File: src/rtl/tower_placer_grid.sv
// Grid cursor + tower placer for the VGA playfield; paints its own tiles one pixel per granted clock.
// Build option TP_SELL_EN: placing on an occupied cell sells (clears) the tower instead of rejecting.
module tower_placer_grid #(
  parameter int TILE = 16,
  parameter int COLS = 10,
  parameter int ROWS = 7,
  parameter logic [8:0] CUR_COL = 9'h1F8,
  localparam int CW = $clog2(COLS),
  localparam int RW = $clog2(ROWS)
) (
  input  logic          clk,
  input  logic          resetn,
  input  logic          go_up,
  input  logic          go_down,
  input  logic          go_left,
  input  logic          go_right,
  input  logic          go_place,
  input  logic [1:0]    tower_type,
  input  logic          enable_draw,
  output logic          vga_WriteEn,
  output logic [14:0]   vga_coords,
  output logic [8:0]    vga_colour,
  output logic [CW-1:0] cursor_col,
  output logic [RW-1:0] cursor_row,
  output logic          busy,
  output logic          place_done,
  output logic          place_reject
);
  // state       | meaning
  // S_IDLE      | waiting for a key event
  // S_ERASE     | repaint old cursor cell with its content colour
  // S_MOVE      | commit target cursor position
  // S_DRAW_CUR  | paint cursor border + content interior
  // S_PLACE_CHK | test occupancy, update maps
  // S_DONE      | report placement, back to idle
  localparam int PW    = $clog2(TILE);
  localparam int NCELL = COLS * ROWS;
  localparam int IW    = $clog2(NCELL);

  typedef enum logic [2:0] {
    S_IDLE, S_ERASE, S_MOVE, S_DRAW_CUR, S_PLACE_CHK, S_DONE
  } state_t;

  state_t state, state_nxt;

  logic             live;
  logic [4:0]       key_q, key_now, key_rise;
  logic             move_ok;
  logic [CW-1:0]    nxt_col, tgt_col;
  logic [RW-1:0]    nxt_row, tgt_row;
  logic [PW-1:0]    px, py;
  logic [NCELL-1:0] occ;
  logic [1:0]       typ_map [NCELL];
  logic [1:0]       type_q;
  logic             placing;
  logic [IW-1:0]    idx;
  logic [8:0]       content;
  logic             scan_en, scan_last, border;
  logic [7:0]       x_pix;
  logic [6:0]       y_pix;

  function automatic logic [8:0] type_colour(input logic [1:0] t);
    case (t)
      2'd0:    return 9'h1C0;
      2'd1:    return 9'h038;
      2'd2:    return 9'h007;
      default: return 9'h1FF;
    endcase
  endfunction

  assign key_now   = {go_place, go_up, go_down, go_left, go_right};
  assign key_rise  = key_now & ~key_q;
  assign idx       = IW'(cursor_row) * IW'(COLS) + IW'(cursor_col);
  assign content   = occ[idx] ? type_colour(typ_map[idx]) : 9'h000;
  // live holds off scanning for the first clock after reset so the tile starts cleanly at pixel 0
  assign scan_en   = live && enable_draw && (state == S_ERASE || state == S_DRAW_CUR);
  assign scan_last = scan_en && (&px) && (&py);
  assign border    = (px == '0) || (&px) || (py == '0) || (&py);
  assign x_pix     = 8'(cursor_col) * 8'(TILE) + 8'(px);
  assign y_pix     = 7'(cursor_row) * 7'(TILE) + 7'(py);

  // Highest-priority direction wins; an off-grid target is simply not a valid move.
  always_comb begin
    move_ok = 1'b0;
    nxt_col = cursor_col;
    nxt_row = cursor_row;
    if (key_rise[3]) begin
      move_ok = (cursor_row != '0);
      nxt_row = cursor_row - 1'b1;
    end else if (key_rise[2]) begin
      move_ok = (cursor_row != RW'(ROWS - 1));
      nxt_row = cursor_row + 1'b1;
    end else if (key_rise[1]) begin
      move_ok = (cursor_col != '0);
      nxt_col = cursor_col - 1'b1;
    end else if (key_rise[0]) begin
      move_ok = (cursor_col != CW'(COLS - 1));
      nxt_col = cursor_col + 1'b1;
    end
  end

  always_ff @(posedge clk or negedge resetn) begin
    if (!resetn) state <= S_DRAW_CUR;
    else         state <= state_nxt;
  end

  always_comb begin
    state_nxt = state;
    case (state)
      S_IDLE: begin
        if (key_rise[4])  state_nxt = S_PLACE_CHK;
        else if (move_ok) state_nxt = S_ERASE;
      end
      S_ERASE:    if (scan_last) state_nxt = S_MOVE;
      S_MOVE:     state_nxt = S_DRAW_CUR;
      S_DRAW_CUR: if (scan_last) state_nxt = S_DONE;
      S_PLACE_CHK: begin
`ifdef TP_SELL_EN
        state_nxt = S_DRAW_CUR;
`else
        state_nxt = occ[idx] ? S_IDLE : S_DRAW_CUR;
`endif
      end
      S_DONE:     state_nxt = S_IDLE;
      default:    state_nxt = S_IDLE;
    endcase
  end

  always_ff @(posedge clk or negedge resetn) begin
    if (!resetn) begin
      live         <= 1'b0;
      key_q        <= '0;
      cursor_col   <= '0;
      cursor_row   <= '0;
      tgt_col      <= '0;
      tgt_row      <= '0;
      px           <= '0;
      py           <= '0;
      occ          <= '0;
      for (int i = 0; i < NCELL; i++) typ_map[i] <= 2'd0;
      type_q       <= 2'd0;
      placing      <= 1'b0;
      place_done   <= 1'b0;
      place_reject <= 1'b0;
    end else begin
      live         <= 1'b1;
      key_q        <= key_now;
      place_done   <= 1'b0;
      place_reject <= 1'b0;
      if (scan_en) begin
        px <= px + 1'b1;
        if (&px) py <= py + 1'b1;
      end
      case (state)
        S_IDLE: begin
          if (key_rise[4]) type_q <= tower_type;
          else if (move_ok) begin
            tgt_col <= nxt_col;
            tgt_row <= nxt_row;
          end
        end
        S_MOVE: begin
          cursor_col <= tgt_col;
          cursor_row <= tgt_row;
        end
        S_PLACE_CHK: begin
          if (!occ[idx]) begin
            occ[idx]     <= 1'b1;
            typ_map[idx] <= type_q;
            placing      <= 1'b1;
          end else begin
`ifdef TP_SELL_EN
            occ[idx] <= 1'b0;
            placing  <= 1'b1;
`else
            place_reject <= 1'b1;
`endif
          end
        end
        S_DONE: begin
          place_done <= placing;
          placing    <= 1'b0;
        end
        default: ;
      endcase
    end
  end

  always_comb begin
    vga_WriteEn = scan_en;
    vga_coords  = '0;
    vga_colour  = '0;
    busy        = resetn && (state != S_IDLE);
    if (scan_en) begin
      vga_coords = {x_pix, y_pix};
      vga_colour = (state == S_DRAW_CUR && border) ? CUR_COL : content;
    end
  end
endmodule

File: config.mk
export PLATFORM = sky130hd
export DESIGN_NAME = tower_placer_grid
export DESIGN_NICKNAME = d
export VERILOG_FILES = /design/src/rtl/tower_placer_grid.sv
export SDC_FILE = /design/constraint.sdc
export NUM_CORES = 1
export LEC_CHECK = 0
export CORE_UTILIZATION = 57
export CTS_BUF_LIST = sky130_fd_sc_hd__clkbuf_4 sky130_fd_sc_hd__clkbuf_8
export DETAILED_ROUTE_END_ITERATION = 10
export DONT_BUFFER_PORTS = 1
export MAX_ROUTING_LAYER = met4
export PLACE_DENSITY = 0.77
export REMOVE_ABC_BUFFERS = 1
export SYNTH_ARGS = -nofsm -noshare
export SYNTH_HDL_FRONTEND = slang
export SYNTH_SLANG_ARGS = --single-unit
File: constraint.sdc
create_clock -name clk -period 16.25 [get_ports clk]
set_input_delay 4.875 -clock clk [delete_from_list [all_inputs] [get_ports clk]]
set_output_delay 4.875 -clock clk [all_outputs]
set_load 0.02 [all_outputs]
==> flow_summary_export.csv <==
group,metric,value,unit
outcome,status,"finished clean",
synth,synth_edf_count,0,
drt,final_antenna_net_count,0,
synth,synth_mux_area_share,21.5,%
grt,track_usage,26.9,%
hold_path,whs_path_depth,1,
timing,slew_headroom,26.4,%
power,clkPwrFrac,24.7,%
final_layout,drive_gt1_share,32.8,%
synth,synthesis.area,12200,µm²
timing,timing.hold.ws,0.465,ns
timing,hold_viol_final,0,
hold_path,whs_endpoint,"occ[7]$_DFFE_PN0P_",
setup_path,r2r_slack,10.73,ns
cts,cts.sinks,246,
drt,vias_per_cell,6.13,
placed_design,place_hpwl,16500,µm
synth,synth_fa_ha_area_share,2.11,%
cts,h-tree-depth,2,
timing,worstMarginPinSlew,1.10,ns
synth,syn_area_per_cell,12.2,µm²
setup_path,slowest_delay,0.85,ns
cts,post-cts-setup-buffers,0,
synth,yosysWarnings,0,
hold_path,min_from,"occ[7]$_DFFE_PN0P_",
setup_path,cp-end-kind,"output pin",
floorplanning,die_h,149,µm
timing,max_freq,87.1,MHz
timing,maxSlewViolCount,0,
setup_path,r2r_start,"cursor_col[1]$_DFFE_PN0P_",
synth,synth_top_family_by_area,"multiplexers",
power,pwr-share-seq,31.7,%
power,ir_drop,166,µV
timing,setup_viol,0,
cts,cts_tree,"yes",
timing,final.period_utilization,70.6,%
grt,grt_pass1_wl,44700,µm
synth,synth_most_common_cell,"dfrtp_1",
grt,grt_pass1_vias,8146,
placed_design,io_buffers,0,
setup_path,path_max_fanout,23,
floorplanning,floorplan.initialDensity,58.2,%
final_layout,nets,1021,
cts,clk_latency,0.55,ns
setup_path,crit_chain,"and3_1 -> o21ai_0 -> nor3b_2",
placed_design,dp_cells,1222,
synth,async_flop_share,100,%
drt,wl,27300,µm
synth,syn_inst,1002,
power,power_density,177,nW/µm²
synth,synth-xor-area-share,1.15,%
timing,fin_ws,4.77,ns
setup_path,reg2regPathDepth,12,
power,power,2.35,mW
synth,synth_cell_type_count,61,
drt,dr.first_iter.drc_count,725,
job,drv_cap,0,
final_layout,antennaDiodeCount,0,
cts,cts-hold-fix-buffers,0,
synth,ys_ff_latch,246,
grt,antenna_found_initial,0,
timing,fin_crit,11.48,ns
drt,num_vias,7922,
hold_path,hold_path_class,"register to register",
timing,skew,0.0235,ns
synth,ys.flop_type,"dfrtp_1",
cts,clkTransAtPathRegs,0.05,ns
setup_path,crit_path_start_kind,"primary input",
setup_path,path_class,"primary input to output pin",
timing,fin_setup_tns,0,ns
power,p_int,1.32,mW
setup_path,cp_slowest_cell,"nor3b_2",
drt,drc,0,
floorplanning,chipWidth,149,µm
drt,first_pass_iters,5,
floorplanning,die_area,22100,µm²
synth,synthSimpleGateAreaFrac,14.9,%
drt,wl_per_cell,21.1,µm
placed_design,routabilityCongestion,0.821,
final_layout,area_delta_synth_final,8.20,%
synth,synth_top_area_share,49.9,%
placed_design,dp_slack,4.76,ns
synth,synthTopCellsByCount,"244 x dfrtp_1, 102 x mux2_2, 68 x or2_2, 49 x mux2_1, 46 x nor3_1",
setup_path,arrival,6.60,ns
power,swShare,43.7,%
final_layout,stdcell_count,1293,
cts,cts-resized-gates,0,
synth,synth_top_cell_by_area,"dfrtp_1",
synth,synth_area_leaders,"dfrtp_1 50%, mux2_2 9.4%, mux4_2 4.6%",
synth,synth_compound_area_share,6.45,%
power,combPwrFrac,43.7,%
cts,cts_buffer_depth,3,
power,p_leak,6.26,nW
cts,cts-buffers-inserted,42,
timing,rsz0062_at_grt,"no",
cts,clock-root-buffer,"clkbuf_8",
setup_path,required,11.37,ns
floorplanning,core,21000,µm²
grt,grt_max_degree,248,
setup_path,r2r_end,"typ_map[95]$_DFFE_PN0P_",
floorplanning,rows,53,
grt,grt_overflow,0,
floorplanning,num_io_pins,45,
power,netSwitchingPower,1.03,mW
synth,seq_area_frac_synth,50.3,%
## through the flow
stage	cell area [µm²]	util [%]
2_1_floorplan	11900	-
3_3_place_gp	12400	58.8
3_5_place_dp	12400	58.8
4_1_cts	13200	63.0
5_1_grt	13200	63.0
6_report	13200	63.0
## placed cells by master, fill, tap and decap left out, types with 8 or more instances in the layout
master,synthesis,layout
nor3_1,46,46
inv_1,19,19
buf_4,8,14
mux4_2,25,25
mux2_1,49,49
o21ai_0,25,25
clkbuf_4,0,14
dfrtp_1,244,241
mux2_2,102,102
or2_2,68,68
xnor2_1,13,13
nor2b_1,13,13
mux2i_1,28,28
nor3_2,34,34
nor2_1,22,22
nand2b_1,15,15
and2_1,20,20
a22oi_1,14,14
o211ai_1,12,12
nand2_1,44,44
a211oi_1,8,8
a21oi_1,24,24
nand3_1,15,15
clkbuf_8,0,56
ha_1,19,18
## worst max path at each step
stage | startpoint | end | slack (ns)
2_1_floorplan | enable_draw | vga_colour[0] | 4.42
3_3_place_gp | enable_draw | vga_colour[0] | 4.84
3_5_place_dp | enable_draw | vga_colour[0] | 4.76
4_1_cts | enable_draw | vga_colour[0] | 4.76
5_1_grt | enable_draw | vga_colour[1] | 4.63
6_report | enable_draw | vga_colour[1] | 4.77
## area by class of cell
cell class | instances | area (µm²)
sequential | 246 | 6160
clock buffer | 70 | 876
fill | 1601 | 7780
timing repair buffer | 14 | 105
tap | 275 | 344
inverter | 19 | 71.3
multi-input combinational | 668 | 5670
clock inverter | 1 | 7.51
## state kept, by name (all words and copies together), names as in the netlist
signal and cells:
cursor_row 3, place_done 1, placing 1, typ_map 140, cursor_col 4, key_q 5
place_reject 1, py 4, tgt_col 4, tgt_row 3, occ 70, type_q 2
px 4, live 1, state 3
## critical path, delay by kind of cell
family,cells,cell delay [ns]
AO/OA/AOI/OAI,1,0.25
AND/OR/NAND/NOR,2,1.48
## cells by family after synthesis
| family | count (synthesis) |
|---|---|
| AOI/OAI and AO/OA | 117 |
| xor gates and xnor gates | 16 |
| adders and majority gates | 20 |
| buffers and inverters | 88 |
| DFF | 246 |
| muxes | 210 |
| other | 1 |
| and+or+nand+nor | 304 |
## power groups by stage
stage | combinational [mW] | clock, mW | sequential, mW
floorplan | 0.666 | 0 | 0.765
global placement | 0.998 | 0 | 0.751
detailed placement | 1.01 | 0 | 0.754
CTS | 1.02 | 0.588 | 0.743
global route | 1.11 | 0.616 | 0.753
finish | 1.03 | 0.580 | 0.744
## metal layers
metal / share of wire [%] / vias to the layer above / track usage (%) / routed length, µm
met5: 0 / - / - / 0
met1: 44 / 4004 / 36.1 / 12100
li1: - / 3569 / - / -
met4: 3.5 / 0 / 10.1 / 953
met3: 6.5 / 85 / 5.98 / 1760
met2: 46 / 264 / 40.1 / 12400
Note: power is estimated with default switching activity, not from simulation.
